File: config.mk
export PLATFORM = sky130hd
export DESIGN_NAME = muldiv_unit
export DESIGN_NICKNAME = d
export VERILOG_FILES = /design/src/rtl/muldiv_unit.sv
export SDC_FILE = /design/constraint.sdc
export NUM_CORES = 1
export LEC_CHECK = 0
export ABC_CLOCK_PERIOD_IN_PS = 4400
export CAP_MARGIN = 20
export CORE_AREA = 2 2 196 198
export CTS_BUF_LIST = sky130_fd_sc_hd__clkbuf_8
export CTS_CLUSTER_DIAMETER = 150
export DETAILED_ROUTE_END_ITERATION = 10
export DIE_AREA = 0 0 198 200
export SYNTH_ARGS = -nofsm -noshare
export SYNTH_HDL_FRONTEND = slang
export SYNTH_SLANG_ARGS = --single-unit
export TNS_END_PERCENT = 5
File: constraint.sdc
create_clock -name i_clk -period 4.4 [get_ports i_clk]
set_clock_uncertainty 0.15 [all_clocks]
set_input_delay 0.88 -clock i_clk [delete_from_list [all_inputs] [get_ports i_clk]]
set_output_delay 0.88 -clock i_clk [all_outputs]
set_load 0.02 [all_outputs]
File: src/rtl/muldiv_unit.sv
// ---------------------------------------------------------------------------
// muldiv_unit
//
// Iterative RV32M multiply/divide unit for the execute stage. One operation is
// accepted at a time and computed over 32 shift-and-add (multiply) or
// restoring-divide iterations on unsigned magnitudes, followed by one
// sign-fix cycle. Completion is a one-cycle done pulse; the result is held
// until the next operation completes.
//
// Ports
//   i_clk     rising-edge clock
//   i_rst     synchronous active-high reset
//   i_start   operation request, only looked at in IDLE
//   i_op      RV32M funct3 (MUL, MULH, MULHSU, MULHU, DIV, DIVU, REM, REMU)
//   i_a       rs1 operand (multiplicand / dividend), captured on accept
//   i_b       rs2 operand (multiplier / divisor), captured on accept
//   i_flush   kills an in-flight operation, suppresses accept in IDLE
//   o_busy    high while computing (CALC and FIX)
//   o_done    one-cycle completion pulse
//   o_result  result, updated only at completion or on reset
// ---------------------------------------------------------------------------
module muldiv_unit (
    input  logic        i_clk,
    input  logic        i_rst,
    input  logic        i_start,
    input  logic [2:0]  i_op,
    input  logic [31:0] i_a,
    input  logic [31:0] i_b,
    input  logic        i_flush,
    output logic        o_busy,
    output logic        o_done,
    output logic [31:0] o_result
);

    localparam logic [2:0] OP_MUL    = 3'b000;
    localparam logic [2:0] OP_MULH   = 3'b001;
    localparam logic [2:0] OP_MULHSU = 3'b010;
    localparam logic [2:0] OP_MULHU  = 3'b011;
    localparam logic [2:0] OP_DIV    = 3'b100;
    localparam logic [2:0] OP_DIVU   = 3'b101;
    localparam logic [2:0] OP_REM    = 3'b110;
    localparam logic [2:0] OP_REMU   = 3'b111;

    typedef enum logic [1:0] {
        S_IDLE = 2'd0,
        S_CALC = 2'd1,
        S_FIX  = 2'd2,
        S_DONE = 2'd3
    } state_t;

    // Two's-complement negate.
    function automatic logic [31:0] f_neg32(input logic [31:0] x);
        return ~x + 32'd1;
    endfunction

    function automatic logic [63:0] f_neg64(input logic [63:0] x);
        return ~x + 64'd1;
    endfunction

    state_t      r_state;
    state_t      w_state_next;
    logic [2:0]  r_op;
    logic [31:0] r_a;        // |multiplicand|, or |dividend| shifted out MSB-first
    logic [31:0] r_b;        // |multiplier| shifted out LSB-first, or |divisor|
    logic [31:0] r_a_orig;   // original rs1, returned by REM/REMU on divide by zero
    logic [63:0] r_acc;      // product, or {remainder, quotient}
    logic [4:0]  r_cnt;
    logic        r_neg;      // product / quotient must be negated
    logic        r_rem_neg;  // remainder takes the dividend's sign
    logic        r_div0;
    logic        r_ovf;
    logic        r_busy;
    logic        r_done;
    logic [31:0] r_result;

    logic        w_accept;
    logic        w_a_signed;
    logic        w_b_signed;
    logic        w_sa;
    logic        w_sb;
    logic [32:0] w_mul_sum;
    logic [32:0] w_mul_hi;
    logic [32:0] w_rem_sh;
    logic        w_div_ok;
    logic [31:0] w_div_diff;
    logic [63:0] w_acc_step;
    logic [63:0] w_prod;
    logic [31:0] w_quo;
    logic [31:0] w_rem;
    logic [31:0] w_fix_result;

    assign w_accept = (r_state == S_IDLE) && i_start && !i_flush;
    assign w_sa     = w_a_signed & i_a[31];
    assign w_sb     = w_b_signed & i_b[31];

    // Operand signedness for the incoming op.
    always_comb begin
        w_a_signed = 1'b0;
        w_b_signed = 1'b0;
        case (i_op)
            OP_MULH:        begin w_a_signed = 1'b1; w_b_signed = 1'b1; end
            OP_MULHSU:      begin w_a_signed = 1'b1; w_b_signed = 1'b0; end
            OP_DIV, OP_REM: begin w_a_signed = 1'b1; w_b_signed = 1'b1; end
            default:        begin w_a_signed = 1'b0; w_b_signed = 1'b0; end
        endcase
    end

    // One iteration of the datapath; the 33-bit sum/compare is the unit's own adder.
    always_comb begin
        w_mul_sum  = {1'b0, r_acc[63:32]} + {1'b0, r_a};
        w_mul_hi   = r_b[0] ? w_mul_sum : {1'b0, r_acc[63:32]};
        // Shifted partial remainder can reach 33 bits when the divisor is >= 2^31.
        w_rem_sh   = {r_acc[63:32], r_a[31]};
        w_div_ok   = (w_rem_sh >= {1'b0, r_b});
        // When the trial succeeds the difference is below the divisor, so 32 bits suffice.
        w_div_diff = w_rem_sh[31:0] - r_b;
        if (r_op[2]) begin
            w_acc_step = {(w_div_ok ? w_div_diff : w_rem_sh[31:0]), r_acc[30:0], w_div_ok};
        end else begin
            w_acc_step = {w_mul_hi, r_acc[31:1]};
        end
    end

    // Sign fix and result selection, including divide special cases.
    always_comb begin
        w_prod = r_neg ? f_neg64(r_acc) : r_acc;
        w_quo  = r_neg ? f_neg32(r_acc[31:0]) : r_acc[31:0];
        w_rem  = r_rem_neg ? f_neg32(r_acc[63:32]) : r_acc[63:32];
        case (r_op)
            OP_MUL:                      w_fix_result = w_prod[31:0];
            OP_MULH, OP_MULHSU, OP_MULHU: w_fix_result = w_prod[63:32];
            OP_DIV, OP_DIVU: begin
                if (r_div0) begin
                    w_fix_result = 32'hFFFF_FFFF;
                end else if (r_ovf) begin
                    w_fix_result = 32'h8000_0000;
                end else begin
                    w_fix_result = w_quo;
                end
            end
            OP_REM, OP_REMU: begin
                if (r_div0) begin
                    w_fix_result = r_a_orig;
                end else if (r_ovf) begin
                    w_fix_result = 32'h0000_0000;
                end else begin
                    w_fix_result = w_rem;
                end
            end
            default:                     w_fix_result = 32'h0000_0000;
        endcase
    end

    // Next-state logic.
    always_comb begin
        w_state_next = r_state;
        case (r_state)
            S_IDLE: w_state_next = w_accept ? S_CALC : S_IDLE;
            S_CALC: begin
                if (i_flush) begin
                    w_state_next = S_IDLE;
                end else if (r_cnt == 5'd31) begin
                    w_state_next = S_FIX;
                end else begin
                    w_state_next = S_CALC;
                end
            end
            S_FIX:  w_state_next = i_flush ? S_IDLE : S_DONE;
            S_DONE: w_state_next = S_IDLE;
            default: w_state_next = S_IDLE;
        endcase
    end

    // State, datapath and registered outputs.
    always_ff @(posedge i_clk) begin
        if (i_rst) begin
            r_state   <= S_IDLE;
            r_op      <= 3'b000;
            r_a       <= 32'd0;
            r_b       <= 32'd0;
            r_a_orig  <= 32'd0;
            r_acc     <= 64'd0;
            r_cnt     <= 5'd0;
            r_neg     <= 1'b0;
            r_rem_neg <= 1'b0;
            r_div0    <= 1'b0;
            r_ovf     <= 1'b0;
            r_busy    <= 1'b0;
            r_done    <= 1'b0;
            r_result  <= 32'd0;
        end else begin
            r_state <= w_state_next;
            r_busy  <= (w_state_next == S_CALC) || (w_state_next == S_FIX);
            r_done  <= (w_state_next == S_DONE);
            if (w_accept) begin
                r_op      <= i_op;
                r_a       <= w_sa ? f_neg32(i_a) : i_a;
                r_b       <= w_sb ? f_neg32(i_b) : i_b;
                r_a_orig  <= i_a;
                r_acc     <= 64'd0;
                r_cnt     <= 5'd0;
                r_neg     <= w_sa ^ w_sb;
                r_rem_neg <= w_sa;
                r_div0    <= (i_b == 32'd0);
                r_ovf     <= w_a_signed && w_b_signed && i_op[2] &&
                             (i_a == 32'h8000_0000) && (i_b == 32'hFFFF_FFFF);
            end else if (r_state == S_CALC) begin
                r_acc <= w_acc_step;
                r_cnt <= r_cnt + 5'd1;
                if (r_op[2]) begin
                    r_a <= {r_a[30:0], 1'b0};
                end else begin
                    r_b <= {1'b0, r_b[31:1]};
                end
            end
            if ((r_state == S_FIX) && !i_flush) begin
                r_result <= w_fix_result;
            end
        end
    end

    assign o_busy   = r_busy;
    assign o_done   = r_done;
    assign o_result = r_result;

endmodule
### Word-level counts from Yosys, hierarchy flattened

Cells that the tools add are included.

| word-level totals | value |
|---|---|
| flip-flop bits (word level) | 208 |
| bits of input ports | 71 |
| logic and storage cells | 100 |

| operators by class | value |
|---|---|
| $add $sub $neg | 8 |
| $lt $le $gt $ge | 1 |
| equal/unequal tests | 21 |
| mux-type cells | 26 |
| bitwise gates (word level) | 8 |
| reductions and logical operators | 22 |

Operators by type and width:

| kind | count |
|---|---|
| $mux W32 | 15 |
| $add A32 B1 Y32 const B | 4 |
| $mux W64 | 2 |
| $not A32 Y32 | 4 |
| $pmux W32 S4 | 1 |
| $add A64 B1 Y64 const B | 1 |
| $eq A32 B32 Y1 const B | 2 |
| $not A64 Y64 | 1 |
| $add A32 B32 Y33 | 1 |
| $ge A33 B32 Y1 | 1 |
| $mux W33 | 1 |
| $logic_not A32 Y1 | 1 |
| $sub A32 B32 Y32 | 1 |
| $eq A3 B3 Y1 const B | 6 |
| $eq A3 B2 Y1 const B | 3 |
| $eq A2 B2 Y1 const B | 4 |
| $pmux W2 S4 | 1 |
| $logic_and A1 B1 Y1 | 7 |
| $eq A3 B1 Y1 const B | 2 |
| $mux W2 | 3 |
| $reduce_or A2 Y1 | 3 |
| $reduce_or A3 Y1 | 2 |
| $add A5 B1 Y5 const B | 1 |
| $eq A5 B5 Y1 const B | 1 |
| 12 further kinds | 18 |

### Longest topological paths before layout

| logic depth | value |
|---|---|
| depth after elaboration | 7 |
| depth in mapped cells | 15 |
| mapped depth without buffers | 14 |

### Least setup slack after synthesis

OpenSTA, ideal clock, no wires.

| timing path | value |
|---|---|
| path kind | register to register |
| start point | register r_acc[33] |
| end point | register r_acc[40] |
| library setup time | 117 ps |
| arrival time | 3135 ps |
| slack | 998 ps |
| cell stages (with the launch flop) | 13 |
| path buffers | 2 |
| clock period less this slack | 3402 ps |
| path through | dfxtp_1 > ha_1 > o21ai_0 > a21oi_1 > o31a_1 > o311a_1 > or3_1 > a221oi_2 > o21ba_2 > buf_2 > buf_2 > o211ai_1 > a32o_1 |

| between the ends | value |
|---|---|
| longest elaborated chain between the ends | 3 |
| elaborated cells on any way between the ends | 6 |
| those cells by class | add/sub (2); order compare (1); mux (3) |

RTL lines:

| element | RTL line | source |
|---|---|---|
| from (decl) | 66 | `logic [63:0] r_acc;` |
| from (signal assigned) | 208 | `r_acc <= w_acc_step;` |
| $add A32 B32 Y33, or another cell as far along | 110 | `w_mul_sum = {1'b0, r_acc[63:32]} + {1'b0, r_a};` |
| $mux W33 or $mux W32 (tied branches) | 111, 118 |  |
| $mux W64 (*) | 117 | `if (r_op[2]) begin` |

Every way passes the cells marked *; elsewhere a longest branch is shown, timed or not.
A chain may end at the register's enable or synchronous reset.

### Worst setup path in the final report

| timing path | value |
|---|---|
| start point | register r_acc[33] |
| end point | register r_acc[54] |

Same word-level chain as after synthesis.

==> summary.txt <==
Run status
  – Status: finished clean

Layout
  – # diodes: 0
  – Multi-input logic area: 11600 µm²
  – Share of cells above drive strength 1: 6.53%
  – Commonest non-fill, non-tap cell in the layout: nand2_1
  – Fillers: 3802
  – Layout Cells excl Fill: 2839
  – Nets: 2446
  – Most frequent cells in the layout: 341 x nand2_1, 231 x nor2_1, 206 x dfxtp_1
  – Storage cell area: 4170 µm²
  – Synthesis-to-finish area growth: 14.1%
  – Final Util: 50.7%

Clock tree
  – Number of buffers inserted by hold repair at cts: 0
  – Post-CTS setup buffers: 0
  – TritonCTS clock tree: built
  – # clock sinks: 208
  – CTS Buffer Depth: 3
  – Root Driver: clkbuf_8
  – Worst skew pair latency: 640 ps
  – Htree depth: 2
  – Count of cells resized by post-cts repair: 0
  – Number of CTS-inserted buffers: 41
  – Clock transition at path regs: 60 ps

Synth
  – Synthesized area per cell: 7.32 µm²
  – Share of flip-flops with an asynchronous set or reset: 0%
  – Count of different cell masters after synthesis: 75
  – Synth Net Count: 2415
  – Primary FF master, synth: dfxtp_1
  – Seq/Total Area, Yosys: 25.1%
  – Mapped Area: 16600 µm²
  – Number of synthesized register bits: 208
  – Synth Instances: 2270
  – EDFF count, synth: 0
  – Synth warn: 0

Routing
  – Antenna Nets Post-Route: 0
  – Drt first pass iters: 5
  – Initial DRC count: 1561
  – Met3 routed WL: 6260 µm
  – Average wire per standard cell: 22.1 µm
  – Via Count: 17500
  – Met2 wire len: 26300 µm
  – Routed wire length: 62800 µm
  – Top sig layer: met4
  – Residual DRC: 0
  – Vias per cell: 6.18
  – Metal-1 WL: 28400 µm

Pwr
  – Leak: 7.07 nW
  – Int Power: 0.00365 W
  – Sw Share: 35.7%
  – Clk network pwr share: 35.9%
  – Switch Pwr: 0.00203 W
  – Sequential share of power: 37.1%
  – Comb pwr share: 27.1%
  – VDD IR max: 0.217 mV
  – Total power per unit cell area: 300 nW/µm²

STA
  – Fmax: 0.255 GHz
  – Period utilisation layout: 89.1%
  – TNS Setup: 0 ps
  – RSZ-0062 raised after global routing: false
  – Final setup fails: 0
  – Slew Viols, Final: 0
  – Least-Margin Pin Slew: 1100 ps
  – Slew headroom: 26.7%
  – Endpoints failing hold: 0
  – Min Tclk post-route: 3920 ps
  – Hold_ws: 286 ps

Placement
  – Hpwl dp: 47900 µm
  – GP Congestion: 0.967
  – Placed insts: 2769
  – I/O Buffers: 104

Setup path
  – Critical Path Fanout Max: 38
  – Critical path class: reg -> reg
  – CP Launch Type: register
  – Crit. End Element: register
  – Critical Path AT: 4240 ps
  – WP data required: 4720 ps

Global route
  – Tot GR Track Use: 31.4%
  – First-pass GRT wire length: 94800 µm
  – Total grt overflow: 0
  – Initial antenna violation count: 0
  – Largest net degree at the start of global routing: 82
  – Vias in the first global route: 15900

Floorplanning
  – Die area: 39600 µm²
  – Die Y: 200 µm
  – Core footprint: 37400 µm²
  – Initial Util: 44.4%
  – FP Rows: 71
  – Die Wd: 198 µm
  – Io pins: 105

Flow run
  – Max-cap violation count: 0

Hold path
  – Hold Path Class: reg -> reg
power by group through the flow:
| stage | registers (W) | logic, W | clock network [W] |
|---|---|---|---|
| floorplan | 0.00206 | 0.00106 | 0 |
| global placement | 0.00214 | 0.00150 | 0 |
| detailed placement | 0.00214 | 0.00150 | 0 |
| CTS | 0.00210 | 0.00151 | 0.00207 |
| global route | 0.00211 | 0.00168 | 0.00215 |
| finish | 0.00211 | 0.00154 | 0.00204 |
cells in the mapped netlist, drive strengths merged, types with 7 or more instances:
cell / instances / share of area (%)
ha: 72 / 5.4
nor4: 21 / 0.87
or4: 19 / 0.88
a21o: 38 / 1.7
nor2: 234 / 5.3
a221oi: 25 / 1.4
a32o: 8 / 0.48
a31oi: 19 / 0.72
dfxtp: 208 / 25
a31o: 8 / 0.42
clkbuf: 151 / 3.4
a22oi: 10 / 0.45
nand2: 341 / 7.7
a211oi: 68 / 3.1
nor2b: 21 / 0.79
a2111oi: 9 / 0.48
mux2i: 51 / 3.1
inv: 59 / 1.3
and2: 10 / 0.38
buf: 23 / 0.71
xor2: 103 / 5.4
or3: 22 / 0.86
nand2b: 24 / 0.90
o21a: 7 / 0.32
o221ai: 19 / 1.0
nand4: 22 / 0.83
a311oi: 63 / 3.3
o41ai: 13 / 0.80
nand3: 35 / 1.1
or2: 7 / 0.28
xnor2: 94 / 5.0
a21oi: 152 / 4.6
and3: 13 / 0.49
o22ai: 13 / 0.49
o31ai: 26 / 1.2
o21bai: 11 / 0.50
o21ai: 135 / 4.1
o211ai: 22 / 0.99
nor3: 40 / 1.2
metal layers:
layer / global-route usage (%) / vias up
met5: 0 / -
met4: 9.86 / 0
met3: 8.92 / 116
met2: 45.9 / 719
met1: 44.4 / 8383
li1: - / 8322
sequential cells by signal, indices dropped and copies added, names as in the netlist:
signal	count
r_ovf	1
r_cnt	5
r_acc	64
r_a	32
r_op	3
r_rem_neg	1
r_neg	1
r_b	32
o_busy	1
r_div0	1
r_state	2
r_a_orig	32
o_done	1
o_result	32
final timing paths:
check                                          startpoint                   endpoint  slack (ps)  cells past startpoint
worst max-delay path               r_acc[33]$_SDFFE_PP0P_     r_acc[54]$_SDFFE_PP0P_         480                     11
worst max register to register     r_acc[33]$_SDFFE_PP0P_     r_acc[54]$_SDFFE_PP0P_         480                     11
worst min-delay path            o_result[24]$_SDFFE_PP0P_  o_result[24]$_SDFFE_PP0P_         290                      2
worst min register to register  o_result[24]$_SDFFE_PP0P_  o_result[24]$_SDFFE_PP0P_         290                      2
worst max-delay path, cell delays in order, from the launching register on:
cell       delay, ps
dfxtp_1          600
ha_1             390
o21ai_0          180
a21oi_1           90
o31a_1           280
o311a_1          360
or3_1            400
a221oi_2         390
o21ba_2          240
buf_12           200
a211oi_1         100
a2111oi_0        390
logic make-up after synthesis:
group,count (synthesis),share of synthesized area (%)
simple gates,827,22.5
buf+inv,233,5.45
flops,208,25.1
xor+xnor,197,10.4
mux,53,3.21
compound gates,678,27.7
fa+ha+maj,74,5.67
stage by stage:
step           worst slack [ps]  total power, W  area [µm²]
2_1_floorplan               998         0.00312       16600
3_5_place_dp                295         0.00364       18100
5_1_grt                     229         0.00594       18900
3_3_place_gp                455         0.00363       18100
6_report                    481         0.00568       18900
4_1_cts                     508         0.00568       18900
area by class of cell:
cell class | count | share of cell area, %
Inverter | 59 | 1.17
Timing Repair Buffer | 162 | 8.11
Multi-Input combinational cell | 1829 | 61.0
Clock inverter | 19 | 0.614
Clock buffer | 51 | 3.71
Tap cell | 511 | 3.38
Sequential cell | 208 | 22.0
Note: power is estimated with default switching activity, not from simulation.
